===== config.mk =====
export PLATFORM = sky130hd
export DESIGN_NAME = unary_decode_array
export DESIGN_NICKNAME = d
export VERILOG_FILES = /design/src/rtl/unary_decode_array.sv
export SDC_FILE = /design/constraint.sdc
export NUM_CORES = 1
export LEC_CHECK = 0
export CAP_MARGIN = 20
export CELL_PAD_IN_SITES_DETAIL_PLACEMENT = 1
export CELL_PAD_IN_SITES_GLOBAL_PLACEMENT = 2
export CORE_MARGIN = 8
export CORE_UTILIZATION = 33
export CTS_BUF_LIST = sky130_fd_sc_hd__clkbuf_16
export CTS_CLUSTER_DIAMETER = 100
export DETAILED_ROUTE_END_ITERATION = 10
export PLACE_DENSITY_LB_ADDON = 0.1
export RECOVER_POWER = 25
export SLEW_MARGIN = 30
export SYNTH_ARGS = -nofsm -noshare
export SYNTH_HDL_FRONTEND = slang
export SYNTH_SLANG_ARGS = --single-unit

===== constraint.sdc =====
create_clock -name clk -period 1.6 [get_ports clk]
set_input_delay 0.32 -clock clk [delete_from_list [all_inputs] [get_ports clk]]
set_output_delay 0.32 -clock clk [all_outputs]
set_load 0.01 [all_outputs]

===== src/rtl/unary_decode_array.sv =====
// rtl/unary_decode_array.sv - per-lane ones counter over one 2^RWID-cycle RNG period
// Decodes LANES unary bitstreams back to binary counts, one window per start request.
`timescale 1ns/1ps
module unary_decode_array #(
  parameter  int RWID  = 10,
  parameter  int LANES = 32,
  localparam int NL    = (LANES < 1) ? 1 : LANES
) (
  input  logic            clk,
  input  logic            rst_n,
  input  logic            enable,
  input  logic            start,
  input  logic [NL-1:0]   bitIn,
  output logic            busy,
  output logic            done,
  output logic [RWID:0]   result [NL]
);

  typedef enum logic [1:0] {S_IDLE, S_ACC, S_DONE} state_t;

  localparam logic [RWID-1:0] CNT_LAST = '1;

  state_t          state_q, state_d;
  logic [RWID-1:0] cnt_q, cnt_d;
  logic [RWID:0]   acc_q [NL];
  logic [RWID:0]   acc_d [NL];
  logic [RWID:0]   result_q [NL];
  logic [RWID:0]   result_d [NL];

  always_comb begin
    state_d  = state_q;
    cnt_d    = cnt_q;
    acc_d    = acc_q;
    result_d = result_q;
    case (state_q)
      S_IDLE: begin
        if (start) begin
          for (int k = 0; k < NL; k++) acc_d[k] = '0;
          cnt_d   = '0;
          state_d = S_ACC;
        end
      end
      S_ACC: begin
        // Stalled cycles leave both the counts and the window position untouched.
        if (enable) begin
          for (int k = 0; k < NL; k++) acc_d[k] = acc_q[k] + (RWID+1)'(bitIn[k]);
          cnt_d = cnt_q + 1'b1;
          if (cnt_q == CNT_LAST) begin
            result_d = acc_d;
            state_d  = S_DONE;
          end
        end
      end
      S_DONE: begin
        if (start) begin
          for (int k = 0; k < NL; k++) acc_d[k] = '0;
          cnt_d   = '0;
          state_d = S_ACC;
        end else begin
          state_d = S_IDLE;
        end
      end
      default: state_d = S_IDLE;
    endcase
  end

  always_ff @(posedge clk or negedge rst_n) begin
    if (!rst_n) begin
      state_q <= S_IDLE;
      cnt_q   <= '0;
      for (int k = 0; k < NL; k++) begin
        acc_q[k]    <= '0;
        result_q[k] <= '0;
      end
    end else begin
      state_q  <= state_d;
      cnt_q    <= cnt_d;
      acc_q    <= acc_d;
      result_q <= result_d;
    end
  end

  assign busy   = (state_q == S_ACC);
  assign done   = (state_q == S_DONE);
  assign result = result_q;

endmodule


==> results, run 1 <==
- The flow ran to the end, but the final reports show violations.
- The final reports fail on negative setup slack.
- The cell with the biggest individual delay on the critical path is sky130_fd_sc_hd__dfrtp_1.
- The worst-case IR drop observed on VDD is 0.000910 V.
- The synthesized netlist occupies a cell area of 34400 µm².
- The final estimated routing congestion in global placement is 0.767.
- The detail route stage leaves a number of antenna-violating nets equal to 0.
- The average wire per standard cell is 20.4 µm.
- The synthesized design contains 0 enable-type register cells.
- For the final database, setup skew stands at 0.0232 ns.
- The areal power density over the cells is 1020 nW/µm².
- The total via count in the routed design is 29000.
- The start-to-end type of the worst setup path is reg2reg.
- The clock passes through at most 3 buffers.
- The data required time at the worst endpoint is 2.13 ns.
- In this run the vertical extent of the chip is 339 µm.
- The CTS sink count is 716.
- The number of global-route vias before repair came to 30700.
- The iteration-0 DRC count of the detailed router is 1267.
- The max-slew violation total from the final report is 0.
- The later-pin clock latency in the skew report is 0.65 ns.
- The number of vias per cell is 4.97.
- The fmax is 551 MHz.
- The overflow left after global routing is 0.
- In the post-synthesis netlist, the cell with the most instances is sky130_fd_sc_hd__dfrtp_1.
- Yosys attributes the largest share of cell area to sky130_fd_sc_hd__dfrtp_1, sky130_fd_sc_hd__o21ai_0, sky130_fd_sc_hd__nand2_1.
- Counting the fill cells in the layout gives 11600.
- The critical path goes through buf_6 -> nand3b_1 -> buf_6 -> nand2_8 -> buf_12 -> clkbuf_16 -> o21ai_0 -> a22o_1.
- The most used flip-flop cell after synthesis is sky130_fd_sc_hd__dfrtp_1.
- Synthesis produced a netlist with a net count of 3642.
- In this run the mean area of a mapped cell was 9.72 µm².
- Across the run, the number of max-cap violations was 0.
- Setup slack on the worst reg-to-reg path comes out at -0.21 ns.
- The worst hold path belongs to the class in2reg.
- The maximum single-stage delay on the critical path is 0.38 ns.
- The commonest cells after synthesis are sky130_fd_sc_hd__dfrtp_1, sky130_fd_sc_hd__nand2_1, sky130_fd_sc_hd__o21ai_0.
- The worst slew margin relative to its limit is 0.192.
- The number of buffers inserted during clock tree synthesis is 87.
- Row generation in the floorplan step produced 118 rows.
- The HPWL after detailed placement is 78400 µm.
- The total of flip-flops plus latches after synthesis is 716.
- The first global-routing pass estimated 180000 µm of wire.
- The total die area is 115000 µm².
- The number of endpoints with negative hold slack in the final report was 0.
- Of all nets on the critical path, the largest fanout is 9.
- The post-route clock period utilization is 1.13.
- The count of cell types in the netlist is 53.
- The cell that appears most often on the critical path is sky130_fd_sc_hd__buf_6.
- The port buffer count is 389.
- Clock-pin slew was measured on the worst setup and hold paths at 0.06 ns.
- Clock tree synthesis selected as its root buffer the cell sky130_fd_sc_hd__clkbuf_16.
- The level count of the clock H-tree is 3.
- After synthesis, the share of flip-flops with an asynchronous set or reset is 1.00.
- TritonCTS built the clock tree.
- The fraction of synthesized cell area taken by the top area cell type is 0.521.
- The layout overhead on the synthesized area is 36.7%.
- The number of placed instances, taps included is 5584.
- The final-report setup violation count is 632.
- Setup repair after global routing could not meet its margin everywhere.
- The worst slack after detailed placement is -0.616 ns.
- Entering global routing, the biggest net connects 72 pins.
- In the routed design, unresolved DRC markers number 0.
- The signal arrival time at the worst endpoint is 2.34 ns.
- The setup slack after layout is -0.214 ns.
- The worst setup path is launched from a flip-flop.
- 390 I/O pins were placed.
- The routed wire length is 119000 µm.
- Of the synthesized area, sequential elements account for 0.521.
- The area of the core is 103000 µm².
- The number of antenna violations at the first check in global routing was 4.
- The number of search-and-repair iterations in the first detailed-routing pass is 5.
- The overall routing resource usage is 0.193.
- After the last flow step, the layout net total stands at 4496.
- Counting I/O delays and the setup requirement, the final critical path takes 1.81 ns.
- Of the cells placed in the final design, the portion with a size suffix greater than 1 is 0.290.
- The reported leakage power is 22.6 nW.
- For this configuration, the core starts out at a cell density of 0.333.
- Excluding fillers, the count of instances in the completed layout stands at 5843.
- At the pin with the least slew margin, the transition time is 1.21 ns.
- For this run, the number of Yosys warnings is 0.
- The design draws 47.8 mW.
- Of all cell types, the one taking the most synthesized area is sky130_fd_sc_hd__dfrtp_1.
- Measured along the x axis, the die boundary spans 339 µm.
- Synthesis produced a netlist whose cell count is 3541.
- The worst setup path is captured at a flip-flop.
-- flip-flops by register name, indices dropped and copies added, names as in the netlist --
name     flops
acc_q      352
cnt_q       10
result     352
state_q      2
-- critical path, delay by kind of cell, from the launching register on --
family | cells | cell delay, ns
buf+inv | 4 | 0.60
simple gates | 2 | 0.40
flops | 1 | 0.38
compound gates | 2 | 0.31
-- cells in the final DEF (no fill, tap or decap), types with 18 or more instances in the layout --
cell / netlist / final
sky130_fd_sc_hd__a21o_1: 26 / 26
sky130_fd_sc_hd__a21oi_1: 87 / 84
sky130_fd_sc_hd__a22o_1: 62 / 62
sky130_fd_sc_hd__a31oi_1: 20 / 20
sky130_fd_sc_hd__and2_1: 47 / 45
sky130_fd_sc_hd__and3_1: 63 / 54
sky130_fd_sc_hd__and4_1: 24 / 20
sky130_fd_sc_hd__buf_12: 0 / 53
sky130_fd_sc_hd__buf_16: 0 / 21
sky130_fd_sc_hd__buf_2: 55 / 331
sky130_fd_sc_hd__buf_4: 5 / 447
sky130_fd_sc_hd__buf_6: 28 / 57
sky130_fd_sc_hd__clkbuf_16: 0 / 116
sky130_fd_sc_hd__clkdlybuf4s50_1: 0 / 34
sky130_fd_sc_hd__clkinv_1: 0 / 21
sky130_fd_sc_hd__dfrtp_1: 716 / 706
sky130_fd_sc_hd__ha_1: 65 / 44
sky130_fd_sc_hd__inv_1: 57 / 74
sky130_fd_sc_hd__mux2_2: 18 / 18
sky130_fd_sc_hd__mux2_4: 64 / 64
sky130_fd_sc_hd__nand2_1: 581 / 576
sky130_fd_sc_hd__nand3_1: 205 / 201
sky130_fd_sc_hd__nand4_1: 54 / 54
sky130_fd_sc_hd__nor2_1: 163 / 159
sky130_fd_sc_hd__nor3_1: 51 / 38
sky130_fd_sc_hd__o21ai_0: 510 / 349
sky130_fd_sc_hd__o21ai_1: 23 / 159
sky130_fd_sc_hd__o21ai_2: 0 / 21
sky130_fd_sc_hd__o22ai_1: 41 / 39
sky130_fd_sc_hd__o31ai_1: 70 / 65
sky130_fd_sc_hd__xnor2_1: 199 / 190
sky130_fd_sc_hd__xor2_1: 96 / 96
-- area by class of cell --
cell class | count | area [µm²] | share of cell area
multi-input combinational | 2537 | 15800 | 0.336
tap | 1380 | 1730 | 0.0367
antenna | 1 | 2.50 | 0.0000532
clock inverter | 64 | 541 | 0.0115
sequential | 716 | 17900 | 0.381
clock buffer | 92 | 2300 | 0.0489
inverter | 58 | 230 | 0.00489
timing repair buffer | 995 | 8500 | 0.181
-- per-stage QoR --
| stage | hold slack [ns] | area, µm² | setup TNS [ns] | utilization |
|---|---|---|---|---|
| 2_1_floorplan | 0.0244 | 34600 | -4.14 | - |
| 3_3_place_gp | 0.253 | 43500 | -299.17 | 0.421 |
| 3_5_place_dp | 0.251 | 43500 | -320.01 | 0.421 |
| 4_1_cts | 0.125 | 45500 | -51.15 | 0.439 |
| 5_1_grt | 0.402 | 47100 | -111.60 | 0.455 |
| 6_report | 0.424 | 47100 | -48.95 | 0.455 |
-- logic make-up (layout without fill, tap and decap cells) --
kind of cell | after synthesis | count (layout) | synth area share
AOI/OAI and AO/OA | 849 | 849 | 0.140
xor gates and xnor gates | 295 | 295 | 0.0751
adders and majority gates | 65 | 65 | 0.0236
buffers and inverters | 289 | 1209 | 0.0402
DFF | 716 | 716 | 0.521
muxes | 83 | 83 | 0.0341
other | 0 | 1 | 0
and+or+nand+nor | 1244 | 1245 | 0.166
-- routing by layer --
metal | track usage | up-vias | share of wire
met1 | 0.264 | 14500 | 0.47
met5 | 0 | - | 0
li1 | - | 14000 | -
met3 | 0.0329 | 104 | 0.036
met4 | 0.0445 | 0 | 0.017
met2 | 0.319 | 355 | 0.48
-- worst paths after layout --
path                               endpoint  depth (start not counted)       start
worst min-delay path             acc_q[187]                          4   bitIn[14]
worst min register to register   result[95]                          2  result[95]
max in group asynchronous       result[186]                          3       rst_n
worst max register to register   acc_q[349]                          8  state_q[1]
min in group asynchronous        acc_q[168]                          2       rst_n
worst max-delay path             acc_q[349]                          8  state_q[1]
-- where the power goes --
group / total (mW) / switching, mW / internal (mW)
logic: 7.88 / 4.22 / 3.66
registers: 20.0 / 0.941 / 19.1
clock network: 19.9 / 8.03 / 11.9
total: 47.9 / 13.2 / 34.7
-- timing repair --
action                     in CTS  in global routing
pin swaps                       5                 38
hold endpoints to repair      288                  0
setup buffers                  33                 33
setup endpoints to repair     982                730
gates cloned                    7                 29
hold buffers                    1                  0
gates resized for setup      1516                203
No activity file was read; power rests on OpenSTA's default activity.
==> run 2: changes to the inputs <==
--- a/config.mk
+++ b/config.mk
@@ -12,6 +12,7 @@
 export CORE_UTILIZATION = 33
 export CTS_BUF_LIST = sky130_fd_sc_hd__clkbuf_16
 export CTS_CLUSTER_DIAMETER = 100
+export CTS_CLUSTER_SIZE = 24
 export DETAILED_ROUTE_END_ITERATION = 10
 export PLACE_DENSITY_LB_ADDON = 0.1
 export RECOVER_POWER = 25
==> run 2 against run 1 <==
The run still ends with negative setup slack left. Combinational power is 1% lower. Routed wire length is 2.5% lower. Clock skew is 0.013 ns higher.
==> results, run 2 (same netlist as run 1, synthesis figures left out) <==
- The run finished, with violations left.
- The final reports fail on negative setup slack.
- The total DRC errors in the routed layout is 0 (unchanged).
- The number of search-and-repair iterations in the first detailed-routing pass came to 5 (unchanged).
- The number of vias per cell is 4.94 (-0.43%).
- Setup repair after global routing could not meet its margin everywhere.
- The area growth from synthesis to layout is 33.1%.
- The start-to-end type of the worst setup path is reg2reg.
- The average wire per standard cell is 20.0 µm (-1.9%).
- The maximum single-stage delay on the critical path is 0.40 ns (+0.02 ns).
- The final-report setup violation count is 774 (+22%).
- The internal power component came to 27.5 mW (-21%).
- The worst register-to-register path begins at state_q[1].
- The worst slew margin relative to its limit is 0.260 (+0.0679).
- The commonest non-fill, non-tap cell in the layout is sky130_fd_sc_hd__dfrtp_1.
- The clock-pin slew reported for the worst setup and hold paths after clock tree synthesis came to 0.10 ns (+0.04 ns).
- The sequential cell area is 17900 µm² (about the same).
- The routed wire length is 116000 µm (-2.5%).
- The max capacitance violation total is 0 (unchanged).
- The fraction of layout cells with a size suffix above 1 is 0.292 (+0.00240).
- The starting density of the core is 0.333 (unchanged).
- In the layout the commonest cells are sky130_fd_sc_hd__dfrtp_1, sky130_fd_sc_hd__nand2_1, sky130_fd_sc_hd__buf_4.
- The final estimated routing congestion in global placement is 0.767 (unchanged).
- The CTS sink count is 716 (unchanged).
- The number of antenna violations at the first check in global routing was 5 (+1).
- The count of pins on the block boundary is 390 (unchanged).
- The number of global-route vias before repair is 30100 (-1.9%).
- The total die area came to 115000 µm² (unchanged).
- The reported leakage power is 22.0 nW (-2.5%).
- The share of power burned in registers is 0.510 (+0.091).
- The number of buffers inserted during clock tree synthesis is 38 (-56%).
- The TritonCTS clock tree is yes.
- The overall routing resource usage was 0.189 (-0.00427).
- The fill cell total of the finished layout is 11600 (+0.61%).
- The post-route clock period utilization is 1.13 (-0.00663).
- The fmax is 555 MHz (+0.59%).
- The width of the chip is 339 µm (unchanged).
- The number of endpoints with negative hold slack in the final report is 0 (unchanged).
- The maximum buffer depth of the clock tree was 3 (unchanged).
- The area of placed instances is 43500 µm² (unchanged).
- The signal arrival time at the worst endpoint was 2.35 ns (about the same).
- The setup slack after layout is -0.203 ns (+0.0106 ns).
- The first-pass GRT wire length is 177000 µm (-1.8%).
- The kind of start point of the critical path is a flip-flop.
- The later-pin clock latency in the skew report is 0.63 ns (-0.02 ns).
- The iteration-0 DRC count of the detailed router came to 1299 (+2.5%).
- The port buffer count is 389 (unchanged).
- The worst slack after detailed placement is -0.616 ns (unchanged).
- Traced cell by cell, the critical path runs through buf_6 -> nand3b_1 -> buf_6 -> buf_12 -> buf_12 -> or3_1 -> o21ai_1.
- The post-layout utilization of the core was 0.443 (-0.0121).
- The max-slew violation total from the final report was 0 (unchanged).
- Among all stages on the critical path, the largest delay is contributed by sky130_fd_sc_hd__dfrtp_1.
- The hold slack was 0.430 ns (+0.00603 ns).
- The switching component of the power is 11.7 mW (-12%).
- The largest net degree at the start of global routing is 72 (unchanged).
- The path class of the lowest-slack min-delay path is in2reg.
- The final instance area is 45800 µm² (-2.7%).
- The final worst clock skew is 0.0358 ns (+0.0126 ns).
- The worst ir drop on vdd is 0.000604 V (-34%).
- The level count of the clock H-tree was 2 (-1).
- The cell sitting at the root of the clock tree is a sky130_fd_sc_hd__clkbuf_16.
- The startpoint identified for the worst hold timing path is bitIn[2].
- The total via count in the routed design is 28700 (-1.1%).
- The areal power density over the cells is 855 nW/µm² (-16%).
- The switching share of power is 0.297 (+0.0219).
- The area of the multi-input gates is 15900 µm² (+0.10%).
- The transition time at the pin with the least slew margin came to 1.11 ns (-0.102 ns).
- The part of the power in combinational logic is 0.198 (+0.033).
- The HPWL after detailed placement is 78400 µm (unchanged).
- The chip height is 339 µm (unchanged).
- The overflow left after global routing is 0 (unchanged).
- The cell row count is 118 (unchanged).
- The net total in the final layout came to 4507 (+0.24%).
- The highest net fanout along the worst path is 18 (+9).
- The post-route minimum period is 1.80 ns (-0.0106 ns).
- The portion of total power attributed to the clock network was 0.292 (-0.125).
- The area of the core came to 103000 µm² (unchanged).
- The critical path endpoint category is a flip-flop.
- The critical path startpoint is state_q[1].
- The number of antenna-violating nets in the routed design is 0 (unchanged).
- The data required time at the worst endpoint is 2.15 ns (+0.02 ns).
## run 2: cell count changes in the layout (fill, tap and decap cells not counted), moves of 10 or more
cell	change
sky130_fd_sc_hd__o31ai_2	+10
sky130_fd_sc_hd__clkbuf_16	-54
sky130_fd_sc_hd__o21ai_0	-56
sky130_fd_sc_hd__inv_1	-17
sky130_fd_sc_hd__clkinv_1	-18
sky130_fd_sc_hd__buf_4	+63
sky130_fd_sc_hd__o21ai_1	+53
sky130_fd_sc_hd__o31ai_1	-12
## run 2: critical path: cells and delay by family (launching register included)
kind	cells	cell delay [ns]
flops	1	0.40
compound gates	1	0.09
simple gates	2	0.54
buf+inv	4	0.67
## run 2: per-layer routing
metal  wire [µm]  GRT usage  up-vias
met1       55800      0.262    14400
met3        3620     0.0300       71
li1            -          -    14000
met4        1740     0.0330        0
met5           0          0        -
met2       54900      0.313      304
## run 2: layout make-up
type | count | share of cell area
antenna | 2 | 0.000109
clock buffer | 41 | 0.0224
clock inverter | 15 | 0.00295
inverter | 58 | 0.00533
multi-input combinational | 2536 | 0.346
sequential | 716 | 0.391
tap | 1380 | 0.0377
timing repair buffer | 1056 | 0.194
## run 2: final timing paths
| path | slack (ns) | depth (start not counted) | endpoint |
|---|---|---|---|
| worst max register to register | -0.20 | 7 | acc_q[163] |
| max in group asynchronous | -0.09 | 4 | acc_q[255] |
| worst max-delay path | -0.20 | 7 | acc_q[163] |
| worst min register to register | 0.48 | 2 | result[95] |
| worst min-delay path | 0.43 | 4 | acc_q[319] |
| min in group asynchronous | 0.45 | 2 | acc_q[168] |
## run 2: per-stage QoR
step,power [mW],instances,TNS (ns)
6_report,39.2,5804,-64.79
5_1_grt,41.3,5802,-141.83
2_1_floorplan,23.5,3541,-4.14
4_1_cts,39.0,5744,-60.63
3_3_place_gp,27.1,5584,-299.17
3_5_place_dp,27.2,5584,-320.01
## run 2: power groups by stage
stage	registers [mW]	clock network, mW	logic (mW)
after global placement	20.2	0	6.82
after global routing	20.1	12.5	8.66
after floorplan	20.1	0	3.41
final	20.0	11.4	7.78
after CTS	19.9	12.0	7.05
after detailed placement	20.3	0	6.94
## run 2: repair_timing
action / 4_1_cts / 5_1_grt
hold buffers: 1 / 0
pin swaps: 11 / 27
resized for setup: 1508 / 276
cloned: 6 / 25
hold endpoints to repair: 259 / 0
buffers inserted: 98 / 34
endpoints found under the setup margin: 991 / 740
